$ cat config.mk
export PLATFORM = sky130hd
export DESIGN_NAME = dmem_verifier
export DESIGN_NICKNAME = d
export VERILOG_FILES = /design/src/rtl/dmem_map_pkg.sv /design/src/rtl/dmem_cmp_abs.sv /design/src/rtl/dmem_verifier.sv
export SDC_FILE = /design/constraint.sdc
export NUM_CORES = 1
export LEC_CHECK = 0
export CAP_MARGIN = 20
export CELL_PAD_IN_SITES_DETAIL_PLACEMENT = 1
export CELL_PAD_IN_SITES_GLOBAL_PLACEMENT = 1
export CORE_MARGIN = 2
export CORE_UTILIZATION = 30
export CTS_CLUSTER_DIAMETER = 50
export DETAILED_ROUTE_END_ITERATION = 16
export PLACE_DENSITY_LB_ADDON = 0.1
export SYNTH_ARGS = -nofsm -noshare
export SYNTH_HDL_FRONTEND = slang
export SYNTH_HIERARCHICAL = 1
export SYNTH_SLANG_ARGS = --single-unit
$ cat constraint.sdc
create_clock -name clk -period 13.29 [get_ports clk]
set_clock_uncertainty 0.15 [all_clocks]
set_input_delay 2.658 -clock clk [delete_from_list [all_inputs] [get_ports clk]]
set_output_delay 2.658 -clock clk [all_outputs]
set_load 0.01 [all_outputs]
$ cat src/rtl/dmem_map_pkg.sv
// dmem_map_pkg
// Shared memory-map constants for the data-memory port, the index to byte
// address mapping, and the state encoding of the dmem_verifier FSM.
//   ROM   word indices  0..15
//   RAM   word indices 16..47 (result region)
//   VER   word indices 48..63 (expected-value region)
package dmem_map_pkg;

    localparam int ROM_LO = 0;
    localparam int ROM_HI = 15;
    localparam int RAM_LO = 16;
    localparam int RAM_HI = 47;
    localparam int VER_LO = 48;
    localparam int VER_HI = 63;

    localparam int DATA_W = 16;
    localparam int ADDR_W = 32;
    localparam int WIDX_W = 8;

    typedef enum logic [2:0] {
        ST_IDLE   = 3'd0,
        ST_REQ    = 3'd1,
        ST_RD_RES = 3'd2,
        ST_RD_EXP = 3'd3,
        ST_DONE   = 3'd4
    } state_e;

    // The port is byte addressed with 16-bit words: word index i sits on a[8:1].
    function automatic logic [ADDR_W-1:0] widx_to_byte(input logic [WIDX_W-1:0] widx);
        return {{(ADDR_W-WIDX_W-1){1'b0}}, widx, 1'b0};
    endfunction

endpackage

$ cat src/rtl/dmem_cmp_abs.sv
// dmem_cmp_abs
// Combinational tolerance compare of two 16-bit two's complement words.
//   res_i   : result word
//   exp_i   : expected word
//   diff_o  : signed 17-bit res - exp
//   abs_o   : |diff|, 17-bit unsigned (max 65535, never wraps)
//   match_o : 1 when abs_o <= TOL
module dmem_cmp_abs
    import dmem_map_pkg::*;
#(
    parameter int TOL = 0
) (
    input  logic [DATA_W-1:0] res_i,
    input  logic [DATA_W-1:0] exp_i,
    output logic [DATA_W:0]   diff_o,
    output logic [DATA_W:0]   abs_o,
    output logic              match_o
);

    localparam logic [DATA_W:0] TOL_W = (DATA_W+1)'(TOL);

    // One extra bit keeps the full range: -65535..+65535 fits in 17 bits signed.
    assign diff_o  = {res_i[DATA_W-1], res_i} - {exp_i[DATA_W-1], exp_i};
    assign abs_o   = diff_o[DATA_W] ? (~diff_o + 1'b1) : diff_o;
    assign match_o = (abs_o <= TOL_W);

endmodule

$ cat src/rtl/dmem_verifier.sv
// dmem_verifier
// Read-only bus master that walks N result words and N expected words and
// counts the pairs whose absolute difference exceeds TOL.
//   clk, rst_n          : clock, asynchronous active-low reset
//   start               : begin a check (only sampled in IDLE)
//   busy, done          : state != IDLE, one-cycle completion pulse
//   pass, err_cnt,
//   first_err           : results, held until the next accepted start
//   mem_req / mem_gnt   : port request / arbiter grant
//   mem_a, mem_we,
//   mem_wd, mem_rd      : data-memory port (never writes)
//   dbg_state           : current FSM state, for observation
//
// Handshake: mem_req stays high for the whole walk (REQ, RD_RES, RD_EXP). A
// word moves only in a cycle where the FSM is in RD_RES or RD_EXP and mem_gnt
// is high at the closing edge; mem_rd is sampled at that same edge. Losing the
// grant sends the FSM back to REQ and the current pair is read again.
module dmem_verifier
    import dmem_map_pkg::*;
#(
    parameter int N        = 16,
    parameter int RES_BASE = 32,
    parameter int EXP_BASE = 48,
    parameter int TOL      = 0
) (
    input  logic              clk,
    input  logic              rst_n,
    input  logic              start,
    output logic              busy,
    output logic              done,
    output logic              pass,
    output logic [4:0]        err_cnt,
    output logic [3:0]        first_err,
    output logic              mem_req,
    input  logic              mem_gnt,
    output logic [ADDR_W-1:0] mem_a,
    output logic              mem_we,
    output logic [31:0]       mem_wd,
    input  logic [31:0]       mem_rd,
    output logic [2:0]        dbg_state
);

    localparam logic [3:0]        LAST_IDX = 4'(N - 1);
    localparam logic [WIDX_W-1:0] RES_W    = WIDX_W'(RES_BASE);
    localparam logic [WIDX_W-1:0] EXP_W    = WIDX_W'(EXP_BASE);

    state_e             state_q, state_d;
    logic [3:0]         idx_q, idx_d;
    logic [DATA_W-1:0]  res_q, res_d;
    logic [4:0]         err_cnt_q, err_cnt_d;
    logic [3:0]         first_err_q, first_err_d;
    logic               pass_q, pass_d;

    logic [DATA_W:0]    cmp_diff;
    logic [DATA_W:0]    cmp_abs;
    logic               cmp_match;

    dmem_cmp_abs #(
        .TOL (TOL)
    ) u_cmp (
        .res_i   (res_q),
        .exp_i   (mem_rd[DATA_W-1:0]),
        .diff_o  (cmp_diff),
        .abs_o   (cmp_abs),
        .match_o (cmp_match)
    );

    always_comb begin
        state_d     = state_q;
        idx_d       = idx_q;
        res_d       = res_q;
        err_cnt_d   = err_cnt_q;
        first_err_d = first_err_q;
        pass_d      = pass_q;

        case (state_q)
            ST_IDLE: begin
                if (start) begin
                    state_d     = ST_REQ;
                    idx_d       = 4'd0;
                    err_cnt_d   = 5'd0;
                    first_err_d = 4'd0;
                    pass_d      = 1'b0;
                end
            end
            ST_REQ: begin
                if (mem_gnt) state_d = ST_RD_RES;
            end
            ST_RD_RES: begin
                if (mem_gnt) begin
                    res_d   = mem_rd[DATA_W-1:0];
                    state_d = ST_RD_EXP;
                end else begin
                    state_d = ST_REQ;
                end
            end
            ST_RD_EXP: begin
                if (!mem_gnt) begin
                    // Counters untouched: the pair is replayed from RD_RES.
                    state_d = ST_REQ;
                end else begin
                    if (!cmp_match) begin
                        err_cnt_d = err_cnt_q + 5'd1;
                        if (err_cnt_q == 5'd0) first_err_d = idx_q;
                    end
                    if (idx_q == LAST_IDX) begin
                        state_d = ST_DONE;
                        // Registered here so pass is already valid in the DONE cycle.
                        pass_d  = (err_cnt_d == 5'd0);
                    end else begin
                        idx_d   = idx_q + 4'd1;
                        state_d = ST_RD_RES;
                    end
                end
            end
            ST_DONE: begin
                state_d = ST_IDLE;
            end
            default: begin
                state_d = ST_IDLE;
            end
        endcase
    end

    always_ff @(posedge clk or negedge rst_n) begin
        if (!rst_n) begin
            state_q     <= ST_IDLE;
            idx_q       <= 4'd0;
            res_q       <= '0;
            err_cnt_q   <= 5'd0;
            first_err_q <= 4'd0;
            pass_q      <= 1'b0;
        end else begin
            state_q     <= state_d;
            idx_q       <= idx_d;
            res_q       <= res_d;
            err_cnt_q   <= err_cnt_d;
            first_err_q <= first_err_d;
            pass_q      <= pass_d;
        end
    end

    always_comb begin
        mem_a = '0;
        case (state_q)
            ST_RD_RES: mem_a = widx_to_byte(RES_W + {4'd0, idx_q});
            ST_RD_EXP: mem_a = widx_to_byte(EXP_W + {4'd0, idx_q});
            default:   mem_a = '0;
        endcase
    end

    assign busy      = (state_q != ST_IDLE);
    assign done      = (state_q == ST_DONE);
    assign mem_req   = (state_q == ST_REQ) || (state_q == ST_RD_RES) || (state_q == ST_RD_EXP);
    assign mem_we    = 1'b0;
    assign mem_wd    = 32'd0;
    assign pass      = pass_q;
    assign err_cnt   = err_cnt_q;
    assign first_err = first_err_q;
    assign dbg_state = state_q;

endmodule

==> results.txt, run 1 <==
* Run status: complete, no violations
* Initial antenna violation count: 0
- Timing would allow up to 128 MHz.
* Reg2reg end: pass
* Root buf cell: sky130_fd_sc_hd__clkbuf_16
- R2r startpoint: res_q[0]
* Post-DR wirelength/cell: 14.0 um
- For hold timing, the worst endpoint is res_q[11].
- Summing all placed instances gives a cell area of 3740 um^2.
* Gpl congestion: around 0.73
- Number of setup violations in the final report: 0
- HPWL reported at the end of detailed placement: 6.20 mm
* Int Pwr: 398 uW
* Vias in the first global route: ~2800
- Crit path DAT: 7.81 ns
* Synth-to-Final Area Change: 12.8%
- Counting instances, the worst hold path has a depth of 1.
- TritonCTS built the clock tree.
* Share of total power in combinational logic: 57.0%
* Number of max-cap violations: 0
* Post-layout min period: 7.79 ns
* Net count reported at finish: roughly 490
- Along the worst path, the maximum fanout reaches 12.
* Average cell area after synthesis: 8.83 um^2
- Switching power of the nets: 293 uW
* Pwr dens: around 180 nW/um^2
* Y dimension of the die: 112 um
- For this design, the sink count on the clock tree is 33.
* Antenna violation net count after detailed routing: 0
- Worst hold-check path type: flop to flop
- After detailed routing, the total wire length is 8.05 mm.
- Diodes inserted: 0
* Count of buffers inserted at the top-level ports: 41
- The worst path uses 58.6% of the clock period.
- Post-CTS Setup Bufs: 0
* Number of optimization iterations in the first detailed-route pass: 4
- The count of endpoints failing hold in the final timing report is 0.
- The setup check on the worst reg-to-reg path leaves a slack of 7.92 ns.
- Once the clock tree was built, the resizer swapped 0 gates to a different size.
- The detailed router finished its first iteration with 57 violations.
- Using the TritonRoute via totals, the vias-per-cell ratio works out to ~4.7.
- Clock latency of the later-clocked register in the worst-skew pair: 0.28 ns
- STA classifies the critical path endpoint as a flop.
* Fill cell instance count of the final layout: 1378
- The startpoint identified for the worst hold timing path is res_q[11].
- Setup repair after global routing left no endpoint under its margin.
- The worst setup path is launched from an input pin.
- Yosys printed 6 warnings.
- Of the total power, the clock network draws 20.8%.
- STA puts the critical path data required time at 13.31 ns.
- Initial core utilization: 30.7%
- After routing the design area is 3930 um^2.
- Entering global routing, the biggest net connects 34 pins.
- For the pin with the worst max-slew slack, the measured transition is 0.952 ns.
- Sequential cells account for 22.3% of the total power.
* Quantity of hold-fixing buffers added after cts: 0
- The critical path is of the input pin to flop type.
- DRC violations left: 0
- CTS built an H-tree with a depth of 2.
- Path depth of the worst reg2reg path: 16
- The core region is around 11000 um^2.
- In this run the count of I/O pins placed on the die edge is 117.
* Number of CTS-inserted buffers: 5
- Total die area: 12500 um^2
* Combined flip-flop and latch cell area: 826 um^2
- Maximum vdd drop: 0.0525 mV
* Cell count after synthesis: ~400
* Max clock buf depth: 2
* Area occupied by multi-input gates: around 2200 um^2
* Aggregate global-route resource usage: roughly an eighth
- Summed over all layers, the global routing overflow is 0.
* Summed negative setup slack over all endpoints: 0 ns
- Total count of max-transition violations in the final report: 0
* First-pass GRT wire length: 13.7 mm
- Number of placement rows: 39
- Pleak: 0.00181 uW
- Clock-pin slew was measured on the worst setup and hold paths at 0.06 ns.
* Worst relative slew slack: between 30% and 40%
- Netlist Area Pre-Place: 3490 um^2
- The die is 112 um wide.
* Number of instances in the placed design: around 570
- The post-route netlist has 13.0% of its cells at a drive strength greater than 1.
- Cells fill between 30% and 40% of the core in the end.
- Net switching is 42.3% of the power.
* Number of non-filler instances in the completed layout: 575
* Via count of the routed design: ~2700
==> worst max-delay path: stages <==
cell and delay [ns]:
sky130_fd_sc_hd__clkdlybuf4s50_1 0.43, sky130_fd_sc_hd__ha_1 0.22, sky130_fd_sc_hd__fa_1 0.40, sky130_fd_sc_hd__nand2b_1 0.23, sky130_fd_sc_hd__a2111o_1 0.51, sky130_fd_sc_hd__a21boi_2 0.20
sky130_fd_sc_hd__o31a_1 0.43, sky130_fd_sc_hd__a41oi_1 0.11, sky130_fd_sc_hd__xor2_1 0.17, sky130_fd_sc_hd__or4_1 0.51, sky130_fd_sc_hd__or4_1 0.42, sky130_fd_sc_hd__a2111oi_2 0.75
sky130_fd_sc_hd__nor2b_1 0.25, sky130_fd_sc_hd__nand4b_1 0.16, sky130_fd_sc_hd__o21ai_0 0.12, sky130_fd_sc_hd__a31o_2 0.23
==> stage by stage <==
| stage | hold WS (ns) | total power [uW] | setup slack, ns |
|---|---|---|---|
| 2_1_floorplan | 0.332 | 481 | 6.61 |
| 3_3_place_gp | 0.347 | 543 | 5.33 |
| 3_5_place_dp | 0.355 | 552 | 5.20 |
| 4_1_cts | 0.372 | 701 | 5.48 |
| 5_1_grt | 0.390 | 755 | 5.20 |
| 6_report | 0.371 | 691 | 5.50 |
==> per-layer routing <==
layer	global-route usage (%)	up-vias	share of wire, %
met3	2.56	6	3.5
li1	-	1329	-
met2	22.7	51	49
met5	0	-	0
met4	2.47	0	0.77
met1	17.2	1303	47
==> placed cells by master (no fill, tap or decap), drive strengths merged, types with 6 or more instances in the layout <==
cell type,n
xor2,9
inv,36
conb,59
nor2,23
clkbuf,6
and2,9
nand2,18
ha,19
xnor2,10
and3,7
nor3,8
nand3,9
o21ai,19
mux2,17
a21oi,19
mux2i,6
dfrtp,33
clkdlybuf4s50,40
==> power groups by stage <==
stage / combinational, uW / sequential [uW] / clock, uW
3_5_place_dp: 396 / 156 / 0
3_3_place_gp: 389 / 154 / 0
2_1_floorplan: 332 / 148 / 0
6_report: 393 / 154 / 143
4_1_cts: 399 / 155 / 147
5_1_grt: 444 / 159 / 151
==> state kept, by name (all words and copies together) (netlist names) <==
register   flops
pass           1
dbg_state      3
err_cnt        5
res_q         16
first_err      4
idx_q          4
==> how the worst max path moves through the flow <==
stage          startpoint  endpoint  slack, ns  depth (start not counted)
6_report        mem_rd[0]      pass       5.50                         16
5_1_grt         mem_rd[0]      pass       5.20                         16
4_1_cts         mem_rd[0]      pass       5.48                         16
3_5_place_dp    mem_rd[0]      pass       5.20                         16
3_3_place_gp    mem_rd[0]      pass       5.33                         16
2_1_floorplan   mem_rd[0]      pass       6.61                         15
==> area by class of cell <==
class | instances | share of cell area [%]
Clock inverter | 2 | 0.954
Inverter | 36 | 3.44
Tap cell | 143 | 4.55
Sequential cell | 33 | 21.0
Timing Repair Buffer | 42 | 10.7
Multi-Input combinational cell | 313 | 55.9
Clock buffer | 6 | 3.53
Note: power is estimated with default switching activity, not from simulation.
==> inputs of run 2 (changes only) <==
==> constraint.sdc (replaced) <==
create_clock -name clk -period 7.14 [get_ports clk]
set_clock_uncertainty 0.15 [all_clocks]
set_input_delay 1.428 -clock clk [delete_from_list [all_inputs] [get_ports clk]]
set_output_delay 1.428 -clock clk [all_outputs]
set_load 0.01 [all_outputs]
==> run 2 against run 1 <==
Sequential share of layout area about the same. Combinational power up 87%. Count of clock-buffer cells in the layout unchanged. Worst setup slack worse by 4.4 ns. Critical endpoint unchanged. Largest cell class unchanged.
==> results.txt, run 2 (synthesis results as in run 1) <==
* Run status: complete, no violations (unchanged)
- Maximum vdd drop: 0.108 mV (was 0.0525 mV)
- Number of placement rows: 39 (unchanged)
- Y dimension of the die: 112 um (unchanged)
* Crit path DAT: 6.11 ns (was 7.81 ns)
* Category of the worst setup path launch point: input pin (unchanged)
- The count of antenna diodes in the layout was 0 (unchanged).
- Pwr dens: 328 nW/um^2 (was 176 nW/um^2)
- Path depth of the worst reg2reg path: 16 (unchanged)
- Slew @ Worst Pin: 0.810 ns (was 0.952 ns)
- Crit path launch: mem_rd[0] (unchanged)
* Via count of the routed design: 2716 (was 2689)
- DRC violations left: 0 (unchanged)
- The area of the core region was 11400 um^2 (unchanged).
- The synthesis-to-finish area growth came to 13.0% (was 12.8%).
- Number of setup violations in the final report: 0 (unchanged)
- The remaining global-route overflow came to 0 (unchanged).
- The all-layer global routing usage came to 13.4% (was 13.1%).
- The global-route wire length before repair was 13.9 mm (was 13.7 mm).
- The CTS tree is built (unchanged).
* Number of CTS-inserted buffers: 5 (unchanged)
- Area occupied by multi-input gates: 2200 um^2 (unchanged)
* Req. time, crit path: 7.17 ns (was 13.31 ns)
- Net count reported at finish: 488 (was 487)
- The commonest non-fill, non-tap cell in the layout is sky130_fd_sc_hd__conb_1 (unchanged).
- The number of DRC markers in iteration 0 is 34 (was 57).
- Max clock buf depth: 2 (unchanged)
- Total die area: 12500 um^2 (unchanged)
- Worst setup path class: input pin to flop (unchanged)
- The number of cells upsized or downsized after cts came to 0 (unchanged).
* RSZ-0062 raised after global routing: no (unchanged)
- The number of global-route vias before repair is 2855 (was 2816).
* Flip-flop count of the largest register, all copies and words added: 16 (unchanged)
- The master cell of the clock root buffer is sky130_fd_sc_hd__clkbuf_16 (unchanged).
- The count of endpoints failing hold in the final timing report was 0 (unchanged).
- Count of buffers inserted at the top-level ports: 41 (unchanged)
* Crit end category: flop (unchanged)
- Antenna violation net count after detailed routing: 0 (unchanged)
- The worst reg2reg path startpoint is res_q[0] (unchanged).
- The number of inserted filler cells in the final layout was 1356 (was 1378).
- The horizontal die dimension is 112 um (unchanged).
- Pleak: 0.00181 uW (about the same)
- Maximum clock frequency: 164 MHz
- The number of antenna violations at the first check in global routing came to 0 (unchanged).
- The worst min-delay path class is flop to flop (unchanged).
* Area of all placed cells without fillers: 3940 um^2 (was 3930 um^2)
- Clock transition at the registers of the reported paths: 0.06 ns (about the same)
- The proportion of layout cells with a drive suffix above 1 came to 13.2% (was 13.0%).
* Pin count of the biggest net entering global routing: 34 (unchanged)
* Last element of the critical path: pass (unchanged)
- Reg2reg end: pass (unchanged)
- Gpl congestion: 0.738 (was 0.734)
- Vias per Instance: 4.72 (was 4.68)
- Summed negative setup slack over all endpoints: 0 ns (unchanged)
- The top fanout value on the critical path is 12 (unchanged).
- The number of hold-repair buffers added at the cts stage was 0 (unchanged).
- H-Tree Level Count: 2 (unchanged)
- The routed wire length came to 8.13 mm (was 8.05 mm).
- Number of I/O pins: 117 (unchanged)
- The register containing the most flip-flops in the final layout is res_q (unchanged).
- Worst relative slew slack: 46.0% (was 36.4%)
* Clock latency of the later-clocked register in the worst-skew pair: 0.28 ns (about the same)
* Number of max-cap violations: 0 (unchanged)
- FF-to-FF setup slack: 2.22 ns (was 7.92 ns)
- Post-CTS Setup Bufs: 0 (unchanged)
- The flip-flop and latch area is 826 um^2 (unchanged).
- The starting density of the core was 30.7% (unchanged).
- Most used cells in the layout excluding fill and tap cells: 59 x sky130_fd_sc_hd__conb_1, 40 x sky130_fd_sc_hd__clkdlybuf4s50_1, 34 x sky130_fd_sc_hd__inv_1 (unchanged)
- Number of optimization iterations in the first detailed-route pass: 4 (unchanged)
* Total cell area at the placement stage: 3750 um^2 (was 3740 um^2)
- HPWL reported at the end of detailed placement: 6.18 mm (was 6.20 mm)
- The average wire per standard cell came to 14.1 um (was 14.0 um).
- Fin crit share: 85.2%
- The clock sink count was 33 (unchanged).
- Post-layout min period: 6.08 ns
- Total count of max-transition violations in the final report: 0 (unchanged)
run 2: through the flow:
stage          total power [uW]  utilization, %  hold WS, ns  worst slack (ns)  instances
4_1_cts                    1310            34.5        0.374              1.03        575
5_1_grt                    1410            34.7        0.382             0.749        576
2_1_floorplan               895               -        0.332              1.69        453
6_report                   1290            34.7        0.370              1.06        576
3_3_place_gp               1010            33.0        0.347             0.799        567
3_5_place_dp               1030            33.0        0.356             0.765        567
run 2: how the worst min path moves through the flow:
stage	start	endpoint	cells past startpoint
floorplan	res_q[0]	res_q[0]	1
global placement	res_q[0]	res_q[0]	1
detailed placement	res_q[9]	res_q[9]	1
CTS	res_q[15]	res_q[15]	1
global route	res_q[6]	res_q[6]	1
finish	res_q[13]	res_q[13]	1
run 2: area by class of cell:
class / count / area share (%)
Sequential cell: 33 / 21.0
Tap cell: 143 / 4.54
Clock buffer: 6 / 3.52
Clock inverter: 2 / 0.952
Inverter: 36 / 3.43
Timing Repair Buffer: 43 / 10.9
Multi-Input combinational cell: 313 / 55.7
run 2: where the power goes:
group | leakage (uW) | internal (uW) | total (uW) | switching (uW)
Clock | 0.0000831 | 175 | 271 | 96.2
Combinational | 0.00131 | 330 | 734 | 404
Sequential | 0.000419 | 237 | 286 | 49.3
Total | 0.00181 | 741 | 1290 | 550
run 2: worst max-delay path, stage by stage:
cell                              delay, ns
sky130_fd_sc_hd__clkdlybuf4s50_1       0.43
sky130_fd_sc_hd__ha_1                  0.22
sky130_fd_sc_hd__fa_1                  0.41
sky130_fd_sc_hd__nand2b_1              0.24
sky130_fd_sc_hd__a2111o_1              0.51
sky130_fd_sc_hd__a21boi_2              0.21
sky130_fd_sc_hd__o31a_1                0.43
sky130_fd_sc_hd__a41oi_1               0.10
sky130_fd_sc_hd__xor2_1                0.17
sky130_fd_sc_hd__or4_1                 0.51
sky130_fd_sc_hd__or4_1                 0.42
sky130_fd_sc_hd__a2111oi_2             0.22
sky130_fd_sc_hd__buf_4                 0.22
sky130_fd_sc_hd__nand4b_1              0.19
sky130_fd_sc_hd__o21ai_0               0.12
sky130_fd_sc_hd__a31o_2                0.26
run 2: routing by layer:
metal	vias to the layer above	part of all wire (%)	global-route usage, %
met5	-	0	0
met4	0	0.62	1.98
met3	5	3.7	3.27
met2	49	47	23.2
met1	1322	48	17.4
li1	1340	-	-
==> inputs of run 3 (changes only) <==
--- a/config.mk
+++ b/config.mk
@@ -8,7 +8,7 @@
 export CAP_MARGIN = 20
 export CELL_PAD_IN_SITES_DETAIL_PLACEMENT = 1
 export CELL_PAD_IN_SITES_GLOBAL_PLACEMENT = 1
-export CORE_MARGIN = 2
+export CORE_MARGIN = 1
 export CORE_UTILIZATION = 30
 export CTS_CLUSTER_DIAMETER = 50
 export DETAILED_ROUTE_END_ITERATION = 16
==> run 3 against run 2 <==
Hold slack worse by 0.0046 ns. Critical endpoint is now first_err[1]. Sequential power about the same. Highest routed layer unchanged. Maximum frequency up 0.58%.
==> results.txt, run 3 (synthesis results as in run 1) <==
* Post-DR wirelength/cell: 13.9 um (was 14.1 um)
- Number of I/O pins: 117 (unchanged)
- The number of cells upsized or downsized after cts was 0 (unchanged).
- The floorplan die height is 110 um (was 112 um).
- Worst relative slew slack: 28.7% (was 46.0%)
- The proportion of layout cells with a drive suffix above 1 is 13.0% (was 13.2%).
- Pre-CTS setup slack: 0.764 ns (was 0.765 ns)
- The routed wire length was 8.02 mm (was 8.13 mm).
- Slew @ Worst Pin: 1.07 ns (was 0.810 ns)
- The total setup violations reported at the end of the flow was 0 (unchanged).
* Final core occ: 34.5% (was 34.7%)
* Initial antenna violation count: 0 (unchanged)
* Core box area: 11400 um^2 (unchanged)
* Number of optimization iterations in the first detailed-route pass: 4 (unchanged)
* Total cell area at the placement stage: 3750 um^2 (unchanged)
- Diodes inserted: 0 (unchanged)
- The number of global-route vias before repair is 2835 (was 2855).
- The routability congestion estimate from global placement came to 0.723 (was 0.738).
- Number of placement rows: 39 (unchanged)
* Worst setup path class: input pin to flop (unchanged)
* First-pass GRT wire length: 13.5 mm (was 13.9 mm)
* H-Tree Level Count: 2 (unchanged)
* Reg2reg end: first_err[1] (was pass)
- Clock transition at the registers of the reported paths: 0.06 ns (about the same)
- The overall via count from detail_route is 2705 (was 2716).
- The register containing the most flip-flops in the final layout is res_q (unchanged).
* R2r startpoint: res_q[0] (unchanged)
* Crit path DAT: 6.05 ns (was 6.11 ns)
- Maximum clock frequency: 165 MHz (was 164 MHz)
- The number of hold-repair buffers added at the cts stage came to 0 (unchanged).
- The die footprint is 12100 um^2 (was 12500 um^2).
- Antenna violation net count after detailed routing: 0 (unchanged)
* Startpoint of the lowest-slack hold path: res_q[0] (was res_q[13])
- Number of non-filler instances in the completed layout: 575 (was 576)
- The buffers inserted during post-CTS setup optimization came to 0 (unchanged).
* Number of CTS-inserted buffers: 5 (unchanged)
- Aggregate global-route resource usage: 14.2% (was 13.4%)
* Last element of the critical path: first_err[1] (was pass)
- The worst IR drop on VDD came to 0.123 mV (was 0.108 mV).
* FF-to-FF setup slack: 2.29 ns (was 2.22 ns)
* Max clock buf depth: 2 (unchanged)
- RSZ-0062 raised after global routing: no (unchanged)
- The start point of the critical path was mem_rd[0] (unchanged).
* Min setup slack post-route: 1.09 ns (was 1.06 ns)
- Pin count of the biggest net entering global routing: 34 (unchanged)
- The count of buffers from port buffering was 41 (unchanged).
* Pleak: 0.00180 uW (was 0.00181 uW)
* Synth-to-Final Area Change: 12.6% (was 13.0%)
* Final hold vios: 0 (unchanged)
* Category of the worst setup path launch point: input pin (unchanged)
- Fin crit share: 84.7% (was 85.2%)
* Initial core utilization: 30.7% (unchanged)
- Most used cells in the layout excluding fill and tap cells: 59 x sky130_fd_sc_hd__conb_1, 40 x sky130_fd_sc_hd__clkdlybuf4s50_1, 34 x sky130_fd_sc_hd__inv_1 (unchanged)
- The number of inserted filler cells in the final layout was 1363 (was 1356).
* Flip-flop count of the largest register, all copies and words added: 16 (unchanged)
- Run status: complete, no violations (unchanged).
- Commonest non-fill, non-tap cell in the layout: sky130_fd_sc_hd__conb_1 (unchanged)
- Root buf cell: sky130_fd_sc_hd__clkbuf_16 (unchanged)
- Largest fanout on the critical path: 12 (unchanged)
* Number of sinks on the clock net: 33 (unchanged)
- The max-slew violation count was 0 (unchanged).
- The final critical path time including I/O delays and setup is 6.05 ns (was 6.08 ns).
* Summed negative setup slack over all endpoints: 0 ns (unchanged)
- Net count reported at finish: 487 (was 488)
* Req. time, crit path: 7.14 ns (was 7.17 ns)
- Clock latency of the later-clocked register in the worst-skew pair: 0.28 ns (about the same)
- Crit end category: flop (unchanged)
- The number of max-cap violations came to 0 (unchanged).
- Vias per Instance: 4.70 (was 4.72)
- TritonCTS clock tree: built (unchanged)
- The worst reg2reg path depth came to 17 (was 16).
- The remaining global-route overflow was 0 (unchanged).
- The final instance area is 3930 um^2 (was 3940 um^2).
* Chip width: 110 um (was 112 um)
- DRC violations left: 0 (unchanged)
* HPWL reported at the end of detailed placement: 6.11 mm (was 6.18 mm)
* Worst hold-check path type: flop to flop (unchanged)
- DR iter-0 viols: 60 (was 34)
- Pwr dens: 329 nW/um^2 (was 328 nW/um^2)
- The count of placed standard cells including taps was 567 (unchanged).
==> run 3: critical path, stage by stage <==
cell and delay [ns]:
sky130_fd_sc_hd__clkdlybuf4s50_1 0.43, sky130_fd_sc_hd__ha_1 0.22, sky130_fd_sc_hd__fa_1 0.40, sky130_fd_sc_hd__nand2b_1 0.24, sky130_fd_sc_hd__a2111o_1 0.52, sky130_fd_sc_hd__a21boi_2 0.20
sky130_fd_sc_hd__o31a_1 0.43, sky130_fd_sc_hd__a41oi_1 0.10, sky130_fd_sc_hd__xor2_1 0.17, sky130_fd_sc_hd__or4_1 0.50, sky130_fd_sc_hd__or4_1 0.42, sky130_fd_sc_hd__a2111oi_2 0.21
sky130_fd_sc_hd__buf_4 0.21, sky130_fd_sc_hd__nor2_1 0.05, sky130_fd_sc_hd__a31oi_1 0.23, sky130_fd_sc_hd__nor2_2 0.12, sky130_fd_sc_hd__mux2i_1 0.14
==> run 3: how the worst min path moves through the flow <==
stage          endpoint  slack, ns  cells after the start
2_1_floorplan  res_q[0]       0.33                      1
3_3_place_gp   res_q[0]       0.35                      1
3_5_place_dp   res_q[0]       0.35                      1
4_1_cts        res_q[0]       0.37                      1
5_1_grt        res_q[0]       0.39                      1
6_report       res_q[0]       0.36                      1
==> run 3: metrics by stage <==
| step | hold WS [ns] | power (uW) |
|---|---|---|
| 2_1_floorplan | 0.332 | 895 |
| 3_3_place_gp | 0.347 | 1010 |
| 3_5_place_dp | 0.350 | 1030 |
| 4_1_cts | 0.370 | 1310 |
| 5_1_grt | 0.386 | 1400 |
| 6_report | 0.365 | 1290 |
==> run 3: area by class of cell <==
type / instances / area (um^2) / area share [%]
clock buffer: 6 / 139 / 3.54
clock inverter: 2 / 37.5 / 0.956
inverter: 36 / 135 / 3.44
multi-input combinational: 313 / 2200 / 56.0
sequential: 33 / 826 / 21.0
tap: 143 / 179 / 4.56
timing repair buffer: 42 / 413 / 10.5
==> run 3: report_power, final <==
part,switching [uW],internal [uW]
logic,406,329
clock network,94.6,175
registers,48.9,237
==> run 3: metal layers <==
| metal | up-vias | wire [um] | GRT usage (%) |
|---|---|---|---|
| met4 | 0 | 79 | 3.52 |
| met3 | 7 | 223 | 2.67 |
| met5 | - | 0 | 0 |
| met2 | 48 | 3900 | 25.1 |
| met1 | 1321 | 3810 | 17.7 |
| li1 | 1329 | - | - |
